File: src/rtl/glip_uart_rx_decode.sv
//------------------------------------------------------------------------------
// glip_uart_rx_decode
//
// In-band control decoder that sits behind the UART receive CDC FIFO. It
// splits the raw host byte stream into user data and out-of-band control
// events. Control sequences begin with the escape byte ESC:
//   ESC ESC        -> literal data byte ESC
//   ESC 0x01 H L   -> credit grant {H[6:0], L} (H[7] set is a protocol error)
//   ESC 0x02       -> logic reset request
//   ESC other      -> protocol error, command byte dropped
//
// Ports:
//   clk, rst                        clock, synchronous active-high reset
//   in_data/in_valid/in_ready       byte input from the FWFT receive FIFO
//   out_data/out_valid/out_ready    decoded user data stream
//   credit_valid/credit_value       one-cycle credit grant event
//   logic_rst                       one-cycle logic reset request
//   rx_count                        delivered data bytes, wraps
//   error                           sticky protocol error, cleared by rst
//
// States:
//   S_DATA    | plain data; ESC opens a control sequence
//   S_ESC     | escape seen, next byte is the command
//   S_CRED_HI | waiting for the credit high byte
//   S_CRED_LO | waiting for the credit low byte
//------------------------------------------------------------------------------
module glip_uart_rx_decode #(
    parameter logic [7:0] ESC       = 8'hFE,
    parameter int         CNT_WIDTH = 16
) (
    input  logic                 clk,
    input  logic                 rst,
    input  logic [7:0]           in_data,
    input  logic                 in_valid,
    output logic                 in_ready,
    output logic [7:0]           out_data,
    output logic                 out_valid,
    input  logic                 out_ready,
    output logic                 credit_valid,
    output logic [14:0]          credit_value,
    output logic                 logic_rst,
    output logic [CNT_WIDTH-1:0] rx_count,
    output logic                 error
);

    typedef enum logic [1:0] {
        S_DATA    = 2'd0,
        S_ESC     = 2'd1,
        S_CRED_HI = 2'd2,
        S_CRED_LO = 2'd3
    } state_t;

    state_t                 r_state;
    state_t                 w_state_nxt;
    logic [7:0]             r_out_data;
    logic                   r_out_valid;
    logic                   r_credit_valid;
    logic [14:0]            r_credit_value;
    logic                   r_logic_rst;
    logic [CNT_WIDTH-1:0]   r_rx_count;
    logic                   r_error;
    logic [6:0]             r_hi;

    logic                   w_in_ready;
    logic                   w_take;
    logic                   w_out_hs;
    logic                   w_emit;
    logic                   w_credit;
    logic                   w_lrst;
    logic                   w_err;
    logic                   w_hi_load;

    // Control bytes are stalled by a blocked output too, which keeps the
    // handshake rule identical in every state.
    assign w_in_ready = ~r_out_valid | out_ready;
    assign w_take     = in_valid & w_in_ready;
    assign w_out_hs   = r_out_valid & out_ready;

    always_comb begin
        w_state_nxt = r_state;
        w_emit      = 1'b0;
        w_credit    = 1'b0;
        w_lrst      = 1'b0;
        w_err       = 1'b0;
        w_hi_load   = 1'b0;
        if (w_take) begin
            case (r_state)
                S_DATA: begin
                    if (in_data == ESC) begin
                        w_state_nxt = S_ESC;
                    end else begin
                        w_emit = 1'b1;
                    end
                end
                S_ESC: begin
                    w_state_nxt = S_DATA;
                    if (in_data == ESC) begin
                        // in_data already equals ESC, so the data path can
                        // forward it unchanged.
                        w_emit = 1'b1;
                    end else if (in_data == 8'h01) begin
                        w_state_nxt = S_CRED_HI;
                    end else if (in_data == 8'h02) begin
                        w_lrst = 1'b1;
                    end else begin
                        w_err = 1'b1;
                    end
                end
                S_CRED_HI: begin
                    w_hi_load = 1'b1;
                    if (in_data[7]) begin
                        w_err       = 1'b1;
                        w_state_nxt = S_DATA;
                    end else begin
                        w_state_nxt = S_CRED_LO;
                    end
                end
                S_CRED_LO: begin
                    w_credit    = 1'b1;
                    w_state_nxt = S_DATA;
                end
                default: begin
                    w_state_nxt = S_DATA;
                end
            endcase
        end
    end

    always_ff @(posedge clk) begin
        if (rst) begin
            r_state        <= S_DATA;
            r_out_data     <= 8'h00;
            r_out_valid    <= 1'b0;
            r_credit_valid <= 1'b0;
            r_credit_value <= 15'h0000;
            r_logic_rst    <= 1'b0;
            r_rx_count     <= '0;
            r_error        <= 1'b0;
            r_hi           <= 7'h00;
        end else begin
            r_state        <= w_state_nxt;
            r_credit_valid <= w_credit;
            r_logic_rst    <= w_lrst;
            r_error        <= r_error | w_err;

            // A new byte may load in the same cycle the old one hands off,
            // giving back-to-back throughput.
            if (w_emit) begin
                r_out_data  <= in_data;
                r_out_valid <= 1'b1;
            end else if (w_out_hs) begin
                r_out_valid <= 1'b0;
            end

            if (w_out_hs) begin
                r_rx_count <= r_rx_count + CNT_WIDTH'(1);
            end

            if (w_hi_load) begin
                r_hi <= in_data[6:0];
            end

            if (w_credit) begin
                r_credit_value <= {r_hi, in_data};
            end
        end
    end

    assign in_ready     = w_in_ready;
    assign out_data     = r_out_data;
    assign out_valid    = r_out_valid;
    assign credit_valid = r_credit_valid;
    assign credit_value = r_credit_value;
    assign logic_rst    = r_logic_rst;
    assign rx_count     = r_rx_count;
    assign error        = r_error;

endmodule
File: config.mk
export PLATFORM = sky130hd
export DESIGN_NAME = glip_uart_rx_decode
export DESIGN_NICKNAME = d
export VERILOG_FILES = /design/src/rtl/glip_uart_rx_decode.sv
export SDC_FILE = /design/constraint.sdc
export NUM_CORES = 1
export LEC_CHECK = 0
export CORE_MARGIN = 5
export CORE_UTILIZATION = 52
export DETAILED_ROUTE_END_ITERATION = 10
export GPL_ROUTABILITY_DRIVEN = 0
export GPL_TIMING_DRIVEN = 0
export PLACE_DENSITY_LB_ADDON = 0.3
export RECOVER_POWER = 50
export SLEW_MARGIN = 20
export SYNTH_ARGS = -nofsm -noshare
export SYNTH_HDL_FRONTEND = slang
export SYNTH_SLANG_ARGS = --single-unit
File: constraint.sdc
create_clock -name clk -period 3.55 [get_ports clk]
set_clock_uncertainty 0.05 [all_clocks]
set_input_delay 0.355 -clock clk [delete_from_list [all_inputs] [get_ports clk]]
set_output_delay 0.355 -clock clk [all_outputs]
set_load 0.03 [all_outputs]
# [After elaboration in Yosys (flattened, before gate mapping)]
# Index checks and enable logic that the tools add are counted.
[op_classes] eq_ne=7 n_addsub=1 n_bitwise=7 muxes=22 reduce_logical=4
[op_table] operator="$add A16 B1 Y16 const B" n=1
[op_table] operator="$mux W1" n=15
[op_table] operator="$eq A8 B1 Y1 const B" n=1
[op_table] operator="$eq A8 B2 Y1 const B" n=1
[op_table] operator="$eq A8 B8 Y1 const B" n=1
[op_table] operator="$mux W2" n=4
[op_table] operator="$pmux W2 S4" n=1
[op_table] operator="$reduce_or A5 Y1" n=1
[op_table] operator="$eq A2 B2 Y1 const B" n=2
[op_table] operator="$pmux W1 S2" n=2
[op_table] operator="$not A1 Y1" n=3
[op_table] operator="$and A1 B1 Y1" n=2
[op_table] operator="$eq A2 B1 Y1 const B" n=1
[op_table] operator="$logic_not A2 Y1" n=1
[op_table] operator="$ne A2 B2 Y1 const B" n=1
[op_table] operator="$or A1 B1 Y1" n=2
[op_table] operator="$reduce_and A2 Y1" n=1
[op_table] operator="$reduce_bool A2 Y1" n=1
[totals] word_cells=50 input_bits=12 regBits=52

# [Logic depth before layout (Yosys ltp)]
# Gate-level depths: netlist of run 1.
[logic_depth] word_depth=7 mapped_depth=7 mapped_depth_nobuf=6

# [Worst setup path before layout of run 1]
# No wires, ideal clock.
[synth_path] path_type="register -> register" from="reg r_out_valid, in the netlist out_valid" to="reg r_rx_count[15], in the netlist rx_count[15]" t_arrival_ns=1.679 setup_time_ns=0.071 period_less_slack_ns=1.799 path_buffers=1 slack_ns=1.751 path_stages_with_launch=6 cell_sequence="dfxtp_1 nand3_2 or2_1 buf_6 or4_1 a21oi_1"
[synth_via] elab_chain_len=1
[synth_rtl] item="start, declared" line_no="56" source="logic r_out_valid;"
[synth_rtl] item="start signal, assigned" line_no="133" source="r_out_valid <= 1'b0;"
[synth_rtl] item="start signal, assigned" line_no="150" source="r_out_valid <= 1'b1;"
[synth_rtl] item="start signal, assigned" line_no="152" source="r_out_valid <= 1'b0;"
[synth_rtl] item="$and A1 B1 Y1" line_no="77" source="assign w_out_hs = r_out_valid & out_ready;"
[synth_rtl] item="end signal, assigned" line_no="156" source="r_rx_count <= r_rx_count + CNT_WIDTH'(1);"
[synth_rtl] item="end, declared" line_no="60" source="logic [CNT_WIDTH-1:0] r_rx_count;"
# Every way passes these cells.
# A chain may end at the register's enable or synchronous reset.

# [Final worst setup path of run 1]
[layout_path] from="in out_ready" to="out in_ready"
[layout_via] elab_chain_len=1
[layout_rtl] item="start, declared" line_no="38" source="input logic out_ready,"
[layout_rtl] item="$or A1 B1 Y1" line_no="75" source="assign w_in_ready = ~r_out_valid | out_ready;"
[layout_rtl] item="end, declared" line_no="35" source="output logic in_ready,"
# Every way passes these cells.

==> results of run 1 <==
[synthesized netlist by cell type, types with 2 or more instances]
cell and count:
or3_1 2, o31ai_1 5, clkbuf_1 8, inv_1 4
nand2b_1 16, nor2b_1 3, a31oi_1 2, nand2_1 40
ha_1 6, o21ai_1 2, buf_2 3, nor2_1 17
a21oi_1 26, xor2_1 6, nor3_1 4, or4_1 5
dfxtp_1 52, xnor2_1 3, nand3_1 8, and4_1 3
nor4_1 2, or4b_1 2, nand4_1 5, mux2i_1 15
[cell type report]
type                    instances  area [sq um]  area share, %
clock buffers                   5          68.8           2.34
repair buffers                 55           551           18.7
well taps                      50          62.6           2.13
multi-input cells             184          1120           38.2
plain buffers                  12          56.3           1.91
inverters                       5          18.8          0.638
flip-flops and latches         52          1040           35.4
clock inverters                 3          21.3          0.723
[cell families after synthesis]
family	Yosys count
and+or+nand+nor	112
DFF	52
AOI/OAI and AO/OA	42
buffers and inverters	17
muxes	15
xor gates and xnor gates	9
adders and majority gates	6
[metrics by stage]
| stage | instance area (sq um) | util (%) | hold WS [ns] | total power [uW] | std cells |
|---|---|---|---|---|---|
| after floorplan | 2240 | - | 0.382 | 661 | 253 |
| after global placement | 2850 | 69.8 | 0.391 | 708 | 358 |
| after detailed placement | 2850 | 69.8 | 0.397 | 709 | 358 |
| after CTS | 2940 | 72.0 | 0.411 | 1040 | 366 |
| after global routing | 2940 | 72.0 | 0.427 | 1070 | 366 |
| final | 2940 | 72.0 | 0.405 | 1030 | 366 |
[power breakdown]
group / internal [uW] / total [uW] / switching, uW
Sequential: 591 / 597 / 6.02
Clock: 140 / 342 / 202
Combinational: 38.2 / 94.4 / 56.1
Total: 770 / 1030 / 264
[sequential cells by signal, indices dropped and copies added (netlist names)]
register	count
credit_valid	1
r_hi	7
credit_value	15
out_data	8
logic_rst	1
rx_count	16
r_state	2
error	1
out_valid	1
[worst max-delay path, stage by stage]
cell and delay [ns]:
dlygate4sd3_1 0.69, nor2b_1 0.11, inv_2 0.12, clkdlybuf4s50_1 0.68
[how the worst max path moves through the flow]
stage	from	endpoint	slack, ns	cells past startpoint
CTS	out_ready	in_ready	1.27	4
floorplan	out_valid	rx_count[15]	1.75	5
finish	out_ready	in_ready	1.18	4
detailed placement	out_ready	in_ready	1.27	4
global placement	out_ready	in_ready	1.27	4
global route	out_ready	in_ready	1.14	4
[routing by layer]
metal,share of wire (%),vias to the layer above,wire length [um],GRT usage [%]
li1,-,1007,-,-
met2,46,60,2370,31.1
met5,0,-,0,0
met1,46,941,2350,24.9
met3,6.4,7,326,5.01
met4,1.3,0,68,5.63
==> run_results.csv, run 1 <==
group,metric,value,unit
clock_network,root_buffer,"clkbuf_8",
layout,final_cell_mix,"52 x dfxtp_1, 40 x nand2_1, 32 x dlygate4sd3_1",
drt,drtIter0Drc,121,
layout,drive_gt1_share,4.75,%
sta,worst_slew_pin_slew,0.546,ns
logic_synthesis,synthAdderAreaFrac,3.35,%
clock_network,clock_path_buffers,2,
worst_setup_path,cp-end-kind,"output port",
drt,first_pass_iters,4,
sta,fmax,422,MHz
layout,diodes,0,
logic_synthesis,syn_area_per_cell,8.85,sq um
sta,setup_viol,0,
floorplan,placementRows,23,
drt,drc,0,
logic_synthesis,synth.top_cell.area_share,46.5,%
logic_synthesis,synth_top_family_by_area,"simple AND/OR/NAND/NOR gates",
floorplan,coreArea,0.00409,sq mm
worst_setup_path,required,3.14,ns
flow_run,maxCapViolCount,0,
worst_setup_path,reg2reg_depth,6,
grt,grt_pass1_wl,8390,um
logic_synthesis,synth_area_leaders,"dfxtp_1 46%, mux2i_1 6.7%, nand2_1 6.7%",
sta,fin_crit,2.37,ns
worst_setup_path,cp-start-kind,"input pin",
logic_synthesis,synth_edf_count,0,
power,ir_worst_vdd,0.287,mV
floorplan,num_io_pins,56,
logic_synthesis,async_flop_share,0,%
layout,finish.net_count,333,
grt,overflow,0,
worst_setup_path,r2r_slack,1.76,ns
grt,grt_max_degree,18,
status,status,"complete, no violations",
power,powerDensity,351,mW/mm^2
clock_network,cts_tree,"done",
logic_synthesis,synth.cell_area,0.00224,sq mm
clock_network,clock-sinks,52,
floorplan,start_util,54.8,%
logic_synthesis,netlist_instances,253,
placement,io_buffers,55,
min_path,min_path_cells,2,
drt,vias_per_cell,5.51,
worst_setup_path,crit_type,"in2out",
clock_network,cts_resized,0,
sta,fin_ws,1.18,ns
worst_setup_path,crit_arrival,1.96,ns
grt,antenna_found_initial,0,
clock_network,cts_inserted_buffers,5,
logic_synthesis,synth_seq_cells,52,
logic_synthesis,yosysWarnings,0,
layout,final_common_cell,"dfxtp_1",
placement,dp_slack,1.27,ns
sta,finalMaxSlewViolations,0,
clock_network,hold_buffers,0,
sta,slew_headroom,63.6,%
logic_synthesis,synthDistinctLibCells,38,
worst_setup_path,r2r-start,"out_valid",
layout,areaGrowthSynthToFinish,31.4,%
layout,fillers,340,
logic_synthesis,ys_seq_area_share,46.5,%
clock_network,post_cts_buffers,0,
min_path,min_path_type,"reg2reg",
logic_synthesis,synth-compound-area-share,11.1,%
drt,vias,2015,
drt,wirelength,5110,um
worst_setup_path,rr_endpoint,"credit_value[12]",
clock_network,htree_levels,2,
min_path,min-delay-start,"credit_value[7]",
sta,grt_setup_unrepaired,"no",
clock_network,path_clk_slew,0.09,ns
placement,dp_hpwl,3780,um
sta,fin_crit_sh,66.7,%
grt,grt_pass1_vias,1812,
floorplan,die_area,0.00572,sq mm
sta,hold_viol,0,
grt,grt_usage,19.1,%
power,power.leakage,0.00116,uW
sta,tns,0,ns
clock_network,clk-insertion-delay-late,0.31,ns
worst_setup_path,path_max_fanout,7,
drt,wire_per_inst,14.0,um
drt,final_antenna_net_count,0,
logic_synthesis,synth-simple-area-share,25.5,%
floorplan,die_h,75.6,um
floorplan,die_w,75.6,um
logic_synthesis,muxShareOfSynthArea,6.70,%
logic_synthesis,synth_xor_xnor_area_share,3.52,%
min_path,hold_end,"credit_value[7]",
logic_synthesis,syn-num-nets,271,
logic_synthesis,synth_area_leader_cell,"dfxtp_1",
logic_synthesis,synth_ff_type,"dfxtp_1",
(Power assumes the default switching activity.)
==> inputs of run 2 (changes only) <==
- CORE_UTILIZATION: 52 -> 48
- clock period: 3.55 -> 2.3 ns (I/O delays scaled with it)
==> run 2 against run 1 <==
Worst hold slack worse by 0.0060 ns. Register-to-register slack worse by 1.3 ns. Critical path type unchanged. Combinational power up 56%. Core utilization down 5.7 points. Cell count up 0.55%. Routed wire length up 2.8%. Sequential cell count unchanged.
==> run_results.csv, run 2 (synthesis gave the netlist of run 1 again) <==
group,metric,value,unit
drt,wire_per_inst,14.3,um
layout,final_common_cell,"dfxtp_1",
clock_network,cts_tree,"done",
worst_setup_path,cp-end-kind,"output port",
layout,multiInputGateArea,0.00112,sq mm
power,ir_worst_vdd,0.448,mV
grt,grt_max_degree,18,
layout,diodes,0,
layout,drive_gt1_share,4.43,%
layout,utilization,66.3,%
min_path,min_path_type,"reg2reg",
worst_setup_path,cp-start-kind,"input pin",
power,comb_power_share,9.2,%
worst_setup_path,crit_type,"in2out",
grt,grt_usage,18.3,%
worst_setup_path,r2r_slack,0.45,ns
floorplan,die_h,78.3,um
worst_setup_path,required,2.02,ns
power,powerDensity,540,mW/mm^2
placement,io_buffers,55,
sta,hold_viol,0,
drt,drtIter0Drc,85,
status,status,"complete, no violations",
power,clkPwrFrac,32.8,%
sta,worst_slew_pin_slew,0.499,ns
clock_network,cts_resized,0,
drt,first_pass_iters,4,
placement,placed_cells,360,
sta,tns,0,ns
clock_network,clk-insertion-delay-late,0.30,ns
sta,slew_headroom,66.7,%
clock_network,hold_buffers,0,
layout,areaGrowthSynthToFinish,31.5,%
flow_run,maxCapViolCount,0,
drt,drc,0,
layout,finalNonFillerCells,368,
clock_network,htree_levels,2,
floorplan,placementRows,24,
worst_setup_path,path_max_fanout,7,
floorplan,start_util,50.4,%
drt,vias_per_cell,5.39,
sta,finalMaxSlewViolations,0,
layout,largest_reg_flops,16,
power,switching_power,401,uW
clock_network,clock-sinks,52,
layout,finish.net_count,333,
layout,fillers,406,
worst_setup_path,crit_arrival,1.82,ns
sta,fin_crit,2.10,ns
clock_network,clock_path_buffers,2,
power,pwr-share-seq,58.0,%
sta,fin_crit_sh,91.4,%
sta,grt_setup_unrepaired,"no",
grt,antenna_found_initial,0,
drt,wirelength,5250,um
grt,grt_pass1_vias,1901,
layout,seqCellArea,0.00104,sq mm
sta,setup_viol,0,
placement,dp_hpwl,3830,um
floorplan,die_area,0.00613,sq mm
sta,fmax,476,MHz
layout,final_cell_mix,"52 x dfxtp_1, 40 x nand2_1, 32 x dlygate4sd3_1",
grt,grt_pass1_wl,9090,um
grt,overflow,0,
drt,vias,1984,
power,swShare,25.2,%
floorplan,num_io_pins,56,
power,power.leakage,0.00117,uW
clock_network,post_cts_buffers,0,
clock_network,path_clk_slew,0.10,ns
floorplan,coreArea,0.00444,sq mm
floorplan,die_w,78.3,um
drt,final_antenna_net_count,0,
clock_network,root_buffer,"clkbuf_8",
power,p_int,1190,uW
clock_network,cts_inserted_buffers,5,
-- run 2: cell count changes in the layout (fill, tap and decap cells not counted) --
cell      before  now
a21boi_0       0    1
inv_1          4    5
a21boi_1       1    0
inv_2          1    0
-- run 2: critical path: stages --
cell and delay [ns]:
clkdlybuf4s50_1 0.60, nor2b_1 0.10, inv_1 0.18, clkdlybuf4s50_1 0.71
-- run 2: per-stage QoR --
| stage | cell area [sq um] | power [uW] | hold slack [ns] | worst slack (ns) |
|---|---|---|---|---|
| floorplan | 2240 | 1020 | 0.316 | 0.501 |
| global placement | 2860 | 1090 | 0.392 | 0.201 |
| detailed placement | 2860 | 1090 | 0.395 | 0.160 |
| CTS | 2950 | 1610 | 0.398 | 0.266 |
| global route | 2950 | 1660 | 0.423 | 0.124 |
| finish | 2950 | 1590 | 0.399 | 0.197 |
-- run 2: area by class of cell --
cell class	count	share of cell area (%)
Multi-Input combinational cell	184	38.1
Buffer	12	1.91
Timing Repair Buffer	55	18.7
Sequential cell	52	35.3
Tap cell	52	2.21
Inverter	5	0.637
Clock buffer	5	2.34
Clock inverter	3	0.722
-- run 2: path summary, 6_finish.rpt --
check,startpoint,end,cells past startpoint
hold / removal,r_hi[4],credit_value[12],2
setup / recovery,out_ready,in_ready,4
setup reg to reg,out_valid,credit_value[7],6
hold reg to reg,r_hi[4],credit_value[12],2
-- run 2: routing by layer --
layer	GRT usage, %	part of all wire (%)	vias to the layer above
met5	0	0	-
met4	4.20	0.67	0
met3	5.72	5.5	4
met2	31.1	48	52
met1	22.7	45	927
li1	-	-	1001
-- run 2: power by group through the flow --
| stage | sequential (uW) | clock, uW | combinational, uW |
|---|---|---|---|
| global route | 925 | 581 | 157 |
| CTS | 923 | 535 | 152 |
| floorplan | 968 | 0 | 51.6 |
| detailed placement | 944 | 0 | 151 |
| finish | 922 | 521 | 147 |
| global placement | 943 | 0 | 150 |
